===== config.mk =====
export PLATFORM = sky130hd
export DESIGN_NAME = lc3_dmem_responder_flat
export DESIGN_NICKNAME = d
export VERILOG_FILES = /design/src/rtl/lc3_dmem_responder_pkg.sv /design/src/rtl/lc3_dmem_responder_if.sv /design/src/rtl/lc3_dmem_array.sv /design/src/rtl/lc3_dmem_responder.sv /design/src/flat_wrapper.sv
export SDC_FILE = /design/constraint.sdc
export NUM_CORES = 2
export LEC_CHECK = 0
export CORE_MARGIN = 2
export CORE_UTILIZATION = 40
export CTS_BUF_LIST = sky130_fd_sc_hd__clkbuf_16
export DETAILED_ROUTE_END_ITERATION = 16
export HOLD_SLACK_MARGIN = 0.08
export SYNTH_ARGS = -nofsm -noshare
export SYNTH_HDL_FRONTEND = slang
export SYNTH_HIERARCHICAL = 1
export SYNTH_SLANG_ARGS = --single-unit

===== constraint.sdc =====
create_clock -name clk -period 14.2 [get_ports clk]
set_input_delay 1.42 -clock clk [delete_from_list [all_inputs] [get_ports clk]]
set_output_delay 1.42 -clock clk [all_outputs]
set_load 0.05 [all_outputs]

===== src/rtl/lc3_dmem_responder_pkg.sv =====
// Shared definitions for the LC3 data-memory responder.
//   mem_state_e  : request codes driven by the pipeline controller
//   resp_state_e : responder FSM states
//   is_request() : true for codes that start an access (read, pointer read, write)
package lc3_dmem_responder_pkg;

  typedef enum logic [2:0] {
    MEM_RD   = 3'd0,
    MEM_IND  = 3'd1,
    MEM_WR   = 3'd2,
    MEM_IDLE = 3'd3
  } mem_state_e;

  typedef enum logic [1:0] {
    IDLE = 2'd0,
    BUSY = 2'd1,
    DONE = 2'd2
  } resp_state_e;

  // Codes 3..7 all mean "nothing to do".
  function automatic logic is_request(input logic [2:0] code);
    return (code <= 3'd2);
  endfunction

endpackage


===== src/rtl/lc3_dmem_responder_if.sv =====
// Request/response bus between the LC3 pipeline controller and the
// data-memory responder.
//   master : controller side (drives mem_state, M_Addr, M_Data)
//   slave  : responder side (drives complete_data, memout, busy, ind_pending)
interface lc3_dmem_responder_if;
  logic [2:0]  mem_state;
  logic [15:0] M_Addr;
  logic [15:0] M_Data;
  logic        complete_data;
  logic [15:0] memout;
  logic        busy;
  logic        ind_pending;

  modport master (
    output mem_state, M_Addr, M_Data,
    input  complete_data, memout, busy, ind_pending
  );

  modport slave (
    input  mem_state, M_Addr, M_Data,
    output complete_data, memout, busy, ind_pending
  );
endinterface


===== src/rtl/lc3_dmem_array.sv =====
// Single-port data array, 2**ADDR_W x 16 bits.
//   clk   : write clock
//   we    : write enable (synchronous write)
//   addr  : shared read/write address
//   wdata : write data
//   rdata : combinational read data at addr
// Contents are deliberately not reset.
module lc3_dmem_array #(
  parameter int ADDR_W = 8
) (
  input  logic              clk,
  input  logic              we,
  input  logic [ADDR_W-1:0] addr,
  input  logic [15:0]       wdata,
  output logic [15:0]       rdata
);

  logic [15:0] mem_q [2**ADDR_W];

  always_ff @(posedge clk) begin
    if (we) mem_q[addr] <= wdata;
  end

  assign rdata = mem_q[addr];

endmodule


===== src/rtl/lc3_dmem_responder.sv =====
// LC3 data-memory responder: answers read / pointer-read / write requests
// from the pipeline controller after WAIT_CYCLES wait states and signals
// completion with a one-cycle complete_data pulse.
//   clk : clock, rising edge
//   rst : asynchronous active-low reset
//   bus : slave side of lc3_dmem_responder_if
//
//   state | meaning
//   IDLE  | waiting for a request code 0/1/2
//   BUSY  | request latched, counting down wait states
//   DONE  | access performed on entry; complete_data high for this cycle
module lc3_dmem_responder
  import lc3_dmem_responder_pkg::*;
#(
  parameter int ADDR_W      = 8,
  parameter int WAIT_CYCLES = 2
) (
  input  logic                 clk,
  input  logic                 rst,
  lc3_dmem_responder_if.slave  bus
);

  localparam logic [3:0] WAIT_LD = 4'(WAIT_CYCLES);
  localparam logic       NO_WAIT = (WAIT_CYCLES == 0);

  resp_state_e       state_q, state_d;
  logic [2:0]        op_q, op_d;
  logic [ADDR_W-1:0] addr_q, addr_d;
  logic [15:0]       data_q, data_d;
  logic [15:0]       ptr_q, ptr_d;
  logic [15:0]       memout_q, memout_d;
  logic [3:0]        cnt_q, cnt_d;
  logic              pend_q, pend_d;
  logic              cmp_q, cmp_d;
  logic              busy_q, busy_d;

  logic              accept;
  logic              use_ptr;
  logic              finish;
  logic [ADDR_W-1:0] eff_sel;
  logic [2:0]        op_now;
  logic [ADDR_W-1:0] addr_now;
  logic [15:0]       data_now;
  logic              arr_we;
  logic [15:0]       arr_rdata;
  logic              unused_bits;

  assign accept  = (state_q == IDLE) && is_request(bus.mem_state);
  // A pending pointer redirects the next plain read or write; a new
  // pointer read always goes to M_Addr.
  assign use_ptr = pend_q && (bus.mem_state != 3'(MEM_IND));
  assign eff_sel = use_ptr ? ptr_q[ADDR_W-1:0] : bus.M_Addr[ADDR_W-1:0];

  // With no wait states the access happens on the accepting edge, so the
  // array sees the live request rather than the latched copy.
  assign op_now   = accept ? bus.mem_state : op_q;
  assign addr_now = accept ? eff_sel       : addr_q;
  assign data_now = accept ? bus.M_Data    : data_q;
  assign finish   = (accept && NO_WAIT) || ((state_q == BUSY) && (cnt_q == 4'd1));
  assign arr_we   = finish && (op_now == 3'(MEM_WR));

  assign unused_bits = ^{bus.M_Addr[15:ADDR_W], ptr_q[15:ADDR_W]};

  lc3_dmem_array #(.ADDR_W(ADDR_W)) u_array (
    .clk   (clk),
    .we    (arr_we),
    .addr  (addr_now),
    .wdata (data_now),
    .rdata (arr_rdata)
  );

  always_comb begin
    state_d  = state_q;
    op_d     = op_q;
    addr_d   = addr_q;
    data_d   = data_q;
    ptr_d    = ptr_q;
    memout_d = memout_q;
    cnt_d    = cnt_q;
    pend_d   = pend_q;

    case (state_q)
      IDLE: begin
        if (accept) begin
          op_d    = bus.mem_state;
          addr_d  = eff_sel;
          data_d  = bus.M_Data;
          cnt_d   = WAIT_LD;
          if (use_ptr) pend_d = 1'b0;
          state_d = NO_WAIT ? DONE : BUSY;
        end
      end
      BUSY: begin
        cnt_d = cnt_q - 4'd1;
        if (cnt_q == 4'd1) state_d = DONE;
      end
      DONE:    state_d = IDLE;
      default: state_d = IDLE;
    endcase

    if (finish) begin
      if (op_now == 3'(MEM_RD)) begin
        memout_d = arr_rdata;
      end else if (op_now == 3'(MEM_IND)) begin
        memout_d = arr_rdata;
        ptr_d    = arr_rdata;
        pend_d   = 1'b1;
      end
    end

    cmp_d  = (state_d == DONE);
    busy_d = (state_d != IDLE);
  end

  always_ff @(posedge clk or negedge rst) begin
    if (!rst) begin
      state_q  <= IDLE;
      op_q     <= 3'(MEM_IDLE);
      addr_q   <= '0;
      data_q   <= '0;
      ptr_q    <= '0;
      memout_q <= '0;
      cnt_q    <= '0;
      pend_q   <= 1'b0;
      cmp_q    <= 1'b0;
      busy_q   <= 1'b0;
    end else begin
      state_q  <= state_d;
      op_q     <= op_d;
      addr_q   <= addr_d;
      data_q   <= data_d;
      ptr_q    <= ptr_d;
      memout_q <= memout_d;
      cnt_q    <= cnt_d;
      pend_q   <= pend_d;
      cmp_q    <= cmp_d;
      busy_q   <= busy_d;
    end
  end

  assign bus.complete_data = cmp_q;
  assign bus.memout        = memout_q;
  assign bus.busy          = busy_q;
  assign bus.ind_pending   = pend_q;

endmodule


===== src/flat_wrapper.sv =====
// flat-port wrapper written by rule: the top's interface ports become plain ports
module lc3_dmem_responder_flat import lc3_dmem_responder_pkg::*;
#(
  parameter int ADDR_W      = 8,
  parameter int WAIT_CYCLES = 2
)
  (clk, rst, bus_mem_state, bus_M_Addr, bus_M_Data, bus_complete_data, bus_memout, bus_busy, bus_ind_pending);
  lc3_dmem_responder_if bus_i ();
  input  logic clk;
  input  logic rst;
  input wire logic [$bits(bus_i.mem_state)-1:0] bus_mem_state;
  input wire logic [$bits(bus_i.M_Addr)-1:0] bus_M_Addr;
  input wire logic [$bits(bus_i.M_Data)-1:0] bus_M_Data;
  output wire logic [$bits(bus_i.complete_data)-1:0] bus_complete_data;
  output wire logic [$bits(bus_i.memout)-1:0] bus_memout;
  output wire logic [$bits(bus_i.busy)-1:0] bus_busy;
  output wire logic [$bits(bus_i.ind_pending)-1:0] bus_ind_pending;
  assign bus_i.mem_state = bus_mem_state;
  assign bus_i.M_Addr = bus_M_Addr;
  assign bus_i.M_Data = bus_M_Data;
  assign bus_complete_data = bus_i.complete_data;
  assign bus_memout = bus_i.memout;
  assign bus_busy = bus_i.busy;
  assign bus_ind_pending = bus_i.ind_pending;
  lc3_dmem_responder #(.ADDR_W(ADDR_W), .WAIT_CYCLES(WAIT_CYCLES)) u_core (.clk(clk), .rst(rst), .bus(bus_i));
endmodule

==> parameters.txt <==
Parameter                              Value

Outcome
  Outcome    finished clean

Critical path
  Stage delay of the slowest cell on the critical path    1.10 ns
  WP depth    14
  Crit-path slowest cell    o41ai_2
  Termination of the worst setup path    u_core/ptr_q[0]$_DFFE_PN0P_
  Critical path data required time    between 15 and 20 ns
  Type of the worst setup path    input port to register
  Worst path top cell family by delay    compound AO/OA/AOI/OAI gates
  Terminus of the critical flop-to-flop path    u_core/ptr_q[0]$_DFFE_PN0P_
  Crit path arrival time    8.73 ns
  Crit. Startpoint    bus_mem_state[2]
  Worst-path cell chain    clkdlybuf4s50_1, nor2_1, a21o_1, mux2i_1, a21oi_4, buf_12, buf_4, buf_4, mux4_2, a22oi_1, a21oi_1, o41ai_2, nand4_1, mux2_2
  Worst Reg2Reg Path Length in Cells    13
  Startpoint type of the worst setup path    input port
  Combined buffer and inverter count along the critical path    4
  CP dominant cell by count    buf_4
  Crit Path Max Fanout    86
  Setup slack of the most critical reg-to-reg path    7.08 ns
  Launch instance of the worst register-to-register path    u_core/bus.ind_pending$_DFF_PN0_
  Sort of element at the end of the critical path    register

Logic synthesis
  Synth Area per Inst    22.8 sq um
  Cell area after technology mapping    roughly 0.16 sq mm
  Proportion of register bits with asynchronous set or reset after synthesis    1.44%
  Number of synthesized register bits    between 4000 and 5000
  Nets in the synthesized netlist    6947
  Number of library cell types mapped by synthesis    39
  Library cell with the largest summed area after synthesis    edfxtp_1
  Cell types with the highest counts after synthesis    edfxtp_1, mux4_2, a22oi_1
  Most instantiated flip-flop cell in the synthesis netlist    edfxtp_1
  Largest cells by area after synthesis    edfxtp_1, mux4_2, a22oi_1
  Portion of the post-synthesis area used by sequential elements    78.9%
  Number of synthesis warnings    6
  Number of enable flip-flop cells after synthesis    4096
  Synthesized instance count    6908
  Most frequent cell after synthesis    edfxtp_1
  Share of Yosys cell area claimed by the top area cell type    77.9%

Drt
  Number of design-rule violations left by the first detailed-router iteration    8854
  Remaining DRCs    0
  Vias    74900
  Total wire length after detailed routing    around 400000 microns
  Antenna viol nets, final    0
  Via-to-Cell Ratio    5.83
  Length of the first detailed-routing pass in iterations    5
  Wirelength per Cell    31.0 microns

STA
  Hold violation count in the final report    0
  Transition time at the pin with the least slew margin    around 1.3 ns
  Final setup violation count    0
  Final worst path period need    7.90 ns
  Pins Over Slew Limit    0
  Maximum clock frequency    approximately 130 MHz
  Setup repair after global routing missed its margin    false
  Sum of negative setup slack    0 ns
  Relative max-transition margin    12.5%
  Final Skew    0.0594 ns
  Final worst-path cycle share    55.6%

Global route
  Via count of the first global-routing pass    74600
  Global-route wire length before repair    563000 microns
  Global route total overflow    0
  All-layer global routing usage    around 20%
  Antenna violations before repair    13
  Largest net degree at the start of global routing    141

Final layout
  Ratio of cells with drive above 1 in the final layout    27.9%
  Layout net count    roughly 7300
  Sequential cell area    0.125 sq mm
  Layout overhead on the synthesized area    13.8%
  Final standard cell utilization of the core    45.8%
  Final-layout fill cell count    32300
  Area occupied by multi-input gates    0.0322 sq mm

Clocking
  Count of hold-fix buffers inserted at cts    0
  Clk Latency, worst-skew pair    approximately 0.97 ns
  Number of sinks driven by the clock tree    4156
  Clock buffer count from CTS    slightly above 400
  Bufs on Longest Clock Path    4
  Post-CTS setup-driven buffer insertion count    0
  Clock Tree Root    clkbuf_16
  TritonCTS clock tree    done
  Clock-pin slew on the worst setup and hold paths    0.06 ns
  Clock H-tree levels    5
  Post-CTS resize count    0

Placement
  Post-detailed-placement half-perimeter wirelength    about 230000 microns
  Final estimated routing congestion in global placement    roughly 0.8
  PortBufs    47

Power and ir drop
  Worst ir drop on vdd    0.199 mV
  Clock Power Share    27.1%
  Leakage power figure    55.6 nW
  Net switching share of the total power    roughly a third
  Net switching power    12.9 mW
  Ratio of total power to cell area    215 mW/mm^2
  Final total power    roughly 39 mW
  Internal power    25.8 mW
  Portion of total power attributed to combinational logic    32.2%
  Seq pwr share    around two fifths

Floorplanning
  Core region area    0.393 sq mm
  Die width    632 microns
  Area of the die    0.400 sq mm
  Top-level port count    56
  Starting density of the core    40.2%
  Number of rows created at floorplan    230
  Die boundary height    ~630 microns

Min path
  Hold WC Path Type    input port to asynchronous set/reset pin

Job
  Number of maximum-capacitance constraint violations    0
worst min-delay path by stage:
stage / startpoint / end / slack, ns / depth (start not counted)
global route: rst / u_core/data_q[7]$_DFFE_PN0P_ / 0.26 / 1
detailed placement: u_core/ptr_q[2]$_DFFE_PN0P_ / u_core/ptr_q[2]$_DFFE_PN0P_ / 0.50 / 1
finish: rst / u_core/data_q[13]$_DFFE_PN0P_ / 0.30 / 1
global placement: u_core/ptr_q[1]$_DFFE_PN0P_ / u_core/ptr_q[1]$_DFFE_PN0P_ / 0.49 / 1
floorplan: u_core/cnt_q[3]$_DFFE_PN0P_ / u_core/cnt_q[3]$_DFFE_PN0P_ / 0.44 / 1
CTS: rst / u_core/data_q[9]$_DFFE_PN0P_ / 0.23 / 1
per-layer routing:
metal / vias up / track usage (%) / routed length, microns
li1: 30400 / - / -
met1: 40600 / 27.2 / 158000
met2: 3285 / 32.3 / 196000
met3: 502 / 3.22 / 31900
met4: 4 / 5.68 / 12100
met5: - / 0 / 27
through the flow:
| step | instance area [sq um] | instances | setup WS, ns | hold slack (ns) |
|---|---|---|---|---|
| after floorplan | 158000 | 6908 | 8.22 | 0.444 |
| after global placement | 167000 | 12100 | 5.24 | 0.487 |
| after detailed placement | 167000 | 12100 | 5.28 | 0.496 |
| after CTS | 180000 | 12800 | 6.30 | 0.230 |
| after global routing | 180000 | 12800 | 5.99 | 0.263 |
| final | 180000 | 12800 | 6.30 | 0.299 |
power by group through the flow:
| stage | sequential [mW] | combinational [mW] | clock (mW) |
|---|---|---|---|
| floorplan | 16.2 | 7.61 | 0 |
| global placement | 16.0 | 12.3 | 0 |
| detailed placement | 16.0 | 12.6 | 0 |
| CTS | 15.7 | 12.6 | 10.7 |
| global route | 15.7 | 13.1 | 11.1 |
| finish | 15.7 | 12.5 | 10.5 |
registers in the layout (all words and copies together), names as in the netlist, 2 cells and up:
name                  flops
u_core/data_q            16
u_core/addr_q             8
u_core/op_q               3
u_core/cnt_q              4
u_core/ptr_q              8
u_core/bus.memout        16
u_core/u_array/mem_q   4096
u_core/state_q            2
cell usage in the layout (no fill, tap or decap), drive strengths merged, types with 2 or more instances in the layout:
cell type,instances
bufinv,39
nor2,250
o21ai,6
a21oi,273
diode,14
mux4,1024
nor2b,10
nand3,13
nand2b,7
ha,2
or2,2
buf,355
o41ai,64
clkbuf,414
mux2i,8
nor3,32
clkinv,187
mux2,56
a22oi,512
nand4,16
dfrtp,58
clkinvlp,11
dfstp,2
nand2,31
clkdlybuf4s50,46
nor4,2
edfxtp,4096
and2,3
a21o,2
inv,85
logic make-up (layout without fill, tap and decap cells):
| group | Yosys count | after routing | synth area share (%) |
|---|---|---|---|
| flip-flops | 4156 | 4156 | 78.9 |
| adder cells (fa/ha/maj) | 2 | 2 | 0.0159 |
| multiplexers | 1088 | 1088 | 15.1 |
| other | 0 | 14 | 0 |
| XOR/XNOR | 1 | 1 | 0.00555 |
| AO/OA/AOI/OAI | 859 | 859 | 3.71 |
| AND/OR/NAND/NOR | 369 | 369 | 1.02 |
| buffers and inverters | 433 | 1137 | 1.26 |
layout make-up:
| cell class | count | area share, % |
|---|---|---|
| diodes | 14 | 0.0195 |
| well taps | 5220 | 3.64 |
| flip-flops and latches | 4156 | 69.3 |
| multi-input cells | 2319 | 17.9 |
| clock buffers | 414 | 5.77 |
| inverters | 5 | 0.0105 |
| repair buffers | 401 | 1.87 |
| clock inverters | 317 | 1.44 |
Power figures use the tool's default switching activity.
